==> config.mk <==
export PLATFORM = sky130hd
export DESIGN_NAME = pipeline_stall_controller
export DESIGN_NICKNAME = d
export VERILOG_FILES = /design/src/rtl/pipeline_stall_controller.sv
export SDC_FILE = /design/constraint.sdc
export NUM_CORES = 1
export LEC_CHECK = 0
export CAP_MARGIN = 20
export CORE_UTILIZATION = 55
export CTS_CLUSTER_DIAMETER = 50
export CTS_CLUSTER_SIZE = 40
export DETAILED_ROUTE_END_ITERATION = 8
export PLACE_DENSITY_LB_ADDON = 0.08
export SLEW_MARGIN = 0
export SYNTH_ARGS = -nofsm -noshare
export SYNTH_HDL_FRONTEND = slang
export SYNTH_SLANG_ARGS = --single-unit
==> constraint.sdc <==
create_clock -name clk -period 4.7 [get_ports clk]
set_input_delay 0.94 -clock clk [delete_from_list [all_inputs] [get_ports clk]]
set_output_delay 0.94 -clock clk [all_outputs]
set_load 0.1 [all_outputs]
==> src/rtl/pipeline_stall_controller.sv <==
// Pipeline stall/flush controller for a 5-stage MIPS pipeline: converts hazard requests into
// per-stage write enables, IF/ID flush and ID/EX bubble, and keeps stall/flush statistics.
module pipeline_stall_controller #(
    parameter int CNT_W        = 32,
    parameter int FLUSH_CYCLES = 1,
    parameter int MAX_WAIT     = 15
) (
    input  logic             clk,
    input  logic             rst,
    input  logic             load_use_hazard,
    input  logic             branch_taken,
    input  logic             mem_busy,
    input  logic             stats_clr,
    output logic             pc_write,
    output logic             if_id_write,
    output logic             id_ex_write,
    output logic             ex_mem_write,
    output logic             if_id_flush,
    output logic             id_ex_bubble,
    output logic [CNT_W-1:0] stall_cycles,
    output logic [CNT_W-1:0] flush_events,
    output logic             mem_timeout,
    output logic [1:0]       state
);

    typedef enum logic [1:0] {
        RUN    = 2'd0,
        FREEZE = 2'd1,
        FLUSH  = 2'd2
    } state_t;

    localparam int WAIT_W = $clog2(MAX_WAIT + 1);
    localparam int FL_W   = $clog2(FLUSH_CYCLES + 1);

    localparam logic [WAIT_W-1:0] WAIT_MAX    = WAIT_W'(MAX_WAIT);
    localparam logic [WAIT_W-1:0] WAIT_PRE    = WAIT_W'(MAX_WAIT - 1);
    localparam logic [WAIT_W-1:0] WAIT_ONE    = WAIT_W'(1);
    localparam logic [FL_W-1:0]   FL_RELOAD   = FL_W'(FLUSH_CYCLES - 1);
    localparam logic [FL_W-1:0]   FL_ONE      = FL_W'(1);
    localparam logic [CNT_W-1:0]  CNT_ONE     = CNT_W'(1);
    localparam logic [CNT_W-1:0]  CNT_SAT     = {CNT_W{1'b1}};

    state_t            state_q, state_d;
    logic [FL_W-1:0]   flush_left_q, flush_left_d;
    logic [WAIT_W-1:0] wait_cnt_q;
    logic              stall_inc, flush_inc;

    // Mealy control: outputs depend on current state and this cycle's requests.
    always_comb begin
        // NOTE: every signal gets a default first so no path through this block infers a latch.
        state_d      = state_q;
        flush_left_d = flush_left_q;
        pc_write     = 1'b1;
        if_id_write  = 1'b1;
        id_ex_write  = 1'b1;
        ex_mem_write = 1'b1;
        if_id_flush  = 1'b0;
        id_ex_bubble = 1'b0;
        stall_inc    = 1'b0;
        flush_inc    = 1'b0;

        if (rst) begin
            pc_write     = 1'b0;
            if_id_write  = 1'b0;
            id_ex_write  = 1'b0;
            ex_mem_write = 1'b0;
            state_d      = RUN;
        end else if (mem_busy) begin
            pc_write     = 1'b0;
            if_id_write  = 1'b0;
            id_ex_write  = 1'b0;
            ex_mem_write = 1'b0;
            stall_inc    = 1'b1;
            if (state_q == RUN) state_d = FREEZE;
        end else if (state_q == FLUSH) begin
            if_id_flush  = 1'b1;
            id_ex_bubble = 1'b1;
            if (branch_taken) begin
                flush_inc    = 1'b1;
                flush_left_d = FL_RELOAD;
            end else begin
                flush_left_d = flush_left_q - FL_ONE;
                if (flush_left_q == FL_ONE) state_d = RUN;
            end
        end else begin
            // RUN, or FREEZE released this cycle: both follow the RUN rules
            state_d = RUN;
            if (branch_taken) begin
                if_id_flush  = 1'b1;
                id_ex_bubble = 1'b1;
                flush_inc    = 1'b1;
                if (FLUSH_CYCLES > 1) begin
                    flush_left_d = FL_RELOAD;
                    state_d      = FLUSH;
                end
            end else if (load_use_hazard) begin
                pc_write     = 1'b0;
                if_id_write  = 1'b0;
                id_ex_bubble = 1'b1;
                stall_inc    = 1'b1;
            end
        end
    end

    // NOTE: sequential state uses non-blocking assignments so all registers update from pre-edge values.
    always_ff @(posedge clk or posedge rst) begin
        if (rst) begin
            state_q      <= RUN;
            flush_left_q <= '0;
            wait_cnt_q   <= '0;
            stall_cycles <= '0;
            flush_events <= '0;
            mem_timeout  <= 1'b0;
        end else begin
            state_q      <= state_d;
            flush_left_q <= flush_left_d;

            if (!mem_busy) wait_cnt_q <= '0;
            else if (wait_cnt_q != WAIT_MAX) wait_cnt_q <= wait_cnt_q + WAIT_ONE;

            // Clear wins over any same-cycle increment or timeout event
            if (stats_clr) begin
                stall_cycles <= '0;
                flush_events <= '0;
                mem_timeout  <= 1'b0;
            end else begin
                if (stall_inc && stall_cycles != CNT_SAT) stall_cycles <= stall_cycles + CNT_ONE;
                if (flush_inc && flush_events != CNT_SAT) flush_events <= flush_events + CNT_ONE;
                if (mem_busy && wait_cnt_q == WAIT_PRE) mem_timeout <= 1'b1;
            end
        end
    end

    assign state = state_q;

endmodule

==> metrics.txt <==
outcome=finished clean; Worst Setup SP=mem_busy; 1st-iter DRT viols=approximately 190; top cells by area, synth=dfrtp_1, a21oi_1, or3_1, o21ai_0, or4_1; clock root buffer=clkbuf_8; Multi-input gate area=a little under 2000 um2; VDD IR-drop max=between 0.15 and 0.2 mV; Arr. time, crit path=roughly 2.4 ns; number of flops mapped to enable cells by yosys=0; clk_skew=~0.0088 ns; synth cell count leaders=dfrtp_1, a21oi_1, nand2_1; die height=85.45 um; final instance area=just under 5000 um2; setup ws final=1.412 ns; PwrDens=between 200 and 300 nW/um2; I/O Pins=79; postcts setup bufs=0; crit path kind=input pin to primary output; Mapped Cells=about 430; count of pins over their slew limit=0; Pre-antenna DRT Iters=8; Comb power frac=around 8.0%; row cnt=30; via count of the first global-routing pass=approximately 3,200; Final period util=roughly 70%; GRT overflow=0; antenna viol nets, final=0; max-cap viol count=0; RSZ-0062 raised after global routing=false; fmax=304.1 MHz; Post-Syn Area=between 3000 and 4000 um2; R2R Path Start=flush_events[8]$_DFFE_PP0P_; net switching power=~330 uW; clk buf depth=2; most common cell in the netlist=dfrtp_1; CORE AREA=a little under 7000 um2; top-area cell type share of the netlist area=between 40% and 50%; HPWL Detailed=around 6200 um; Yosys cell types=45; Die Span X=between 80 and 90 um; switching fraction of total power=26.38%; largest net degree at the start of global routing=71; Pwr Total=around 1.3 mW; clock slew at reported path FFs=around 0.080 ns; Req. time, crit path=~3.8 ns; Worst-Skew Late Latency=around 0.35 ns; global-route wire length before repair=between 15,000 and 20,000 um; post-cts resize count=0; Post-synth top flop=dfrtp_1; Worst slew margin=32.53%; GPL Wtd Cong=approximately 0.8; Synth async-reset ratio=100.0%; Mapped Nets=439; layout cells sized above 1=under 10%; port bufs=between 70 and 80; die area=approximately 7300 um2; # DRC=0; Avg Cell Area, Syn=approximately 8.9 um2; Hold Buf Count CTS=0; Hold Violations, Final=0; WL/cell=approximately 16 um; antenna violations before repair=0; global router's overall resource usage=a little over a quarter; H-tree levels=3; Internal=just over 900 uW; Reg power frac=48.6%; filler cell count=roughly 530; Hold Crit Start=mem_timeout$_DFFE_PP0P_; diodes inserted=0; Area after DPL=around 4600 um2; pre-CTS WS=1.211 ns; CTS tree=yes; crit start category=input pin; Synth area leader=dfrtp_1; Critical Path End Type=primary output; Clk network pwr share=a little over two fifths; sequential element share of the synthesized area=between 40% and 50%; CTS sink count=70; Initial Util=between 50 and 60%; routed via count=around 3,700; total wire length=about 9300 um; Leak=approximately 1.8 nW; warnings from Yosys=0; CP Max Fanout=8; sum of negative setup slack=0 ns; post-DR vias/cell=roughly 6.3; area grow syn2layout=26.30%; area occupied by registers=1752 um2; HP Class=register to register; number of synthesized register bits=70; CTS buffer count=9; Nets=around 510; Final min period=about 3.3 ns; final setup vio count=0; actual slew at the worst max-slew pin=between 1 and 1.5 ns
==> area by class of cell <==
class                   count  share of cell area, %
inverters                  13                  1.009
clock buffers               9                  2.561
flip-flops and latches     70                  36.21
repair buffers             80                  15.99
multi-input cells         325                  40.12
clock inverters             7                  2.043
well taps                  80                  2.069
==> logic make-up (layout without fill, tap and decap cells) <==
group	count (synthesis)	after routing	synth area share (%)
simple gates	188	188	28.13
compound gates	118	118	17.77
flops	70	70	45.74
buf+inv	34	109	3.724
xor+xnor	13	13	2.973
fa+ha+maj	4	4	1.307
other cells	1	1	0.09791
mux	1	1	0.2614
==> flip-flops by register name, summed over array words and instances (netlist names) <==
name and count:
stall_cycles 32, wait_cnt_q 4, flush_events 32, mem_timeout 1, state 1
==> layer usage <==
layer	part of all wire [%]	wire [um]	GRT usage [%]	vias up
met3	5.5	514	4.377	13
met1	45	4212	36.40	1755
met2	48	4494	42.62	135
met5	0	0	0	-
li1	-	-	-	1765
met4	1.3	123	11.97	0
==> power groups by stage <==
stage	Clock (mW)	Combinational [mW]	Sequential, mW
after global routing	0.584	0.108	0.613
after global placement	0	0.101	0.623
after floorplan	0	0.0596	0.641
after detailed placement	0	0.101	0.624
after CTS	0.552	0.101	0.612
final	0.546	0.100	0.612
==> worst paths after layout <==
check	end	slack (ns)	cells past startpoint
worst max-delay path	if_id_flush	1.41	4
worst min-delay path	mem_timeout$_DFFE_PP0P_	0.51	2
worst max register to register	flush_events[21]$_DFFE_PP0P_	2.14	5
worst min register to register	mem_timeout$_DFFE_PP0P_	0.51	2
max in group asynchronous	stall_cycles[16]$_DFFE_PP0P_	2.84	3
min in group asynchronous	flush_events[0]$_DFFE_PP0P_	1.31	3
==> layout by cell type, fill, tap and decap left out, types with 7 or more instances in the layout <==
master	netlist	layout
or4_1	20	20
nor2_1	26	26
clkdlybuf4s50_1	0	70
o21ai_0	32	32
clkbuf_8	0	9
xnor2_1	7	7
a21oi_1	51	51
inv_1	13	12
nand4_1	18	18
o31ai_1	19	18
nor3_1	8	8
or3_1	31	31
nand3_1	21	21
dfrtp_1	70	70
and4_1	8	8
nand2_1	33	33
buf_4	3	9
==> worst max-delay path, stage by stage <==
cell             delay, ns
clkdlybuf4s50_1       0.51
or3b_1                0.52
inv_1                 0.09
buf_4                 0.28
==> per-stage QoR <==
step	hold slack (ns)	utilization, %	cells
6_report	0.5122	71.59	584
5_1_grt	0.5752	71.59	584
4_1_cts	0.5194	71.59	584
3_5_place_dp	0.5013	68.30	568
3_3_place_gp	0.4828	68.30	568
2_1_floorplan	0.4843	-	429
No activity file was read; power rests on OpenSTA's default activity.
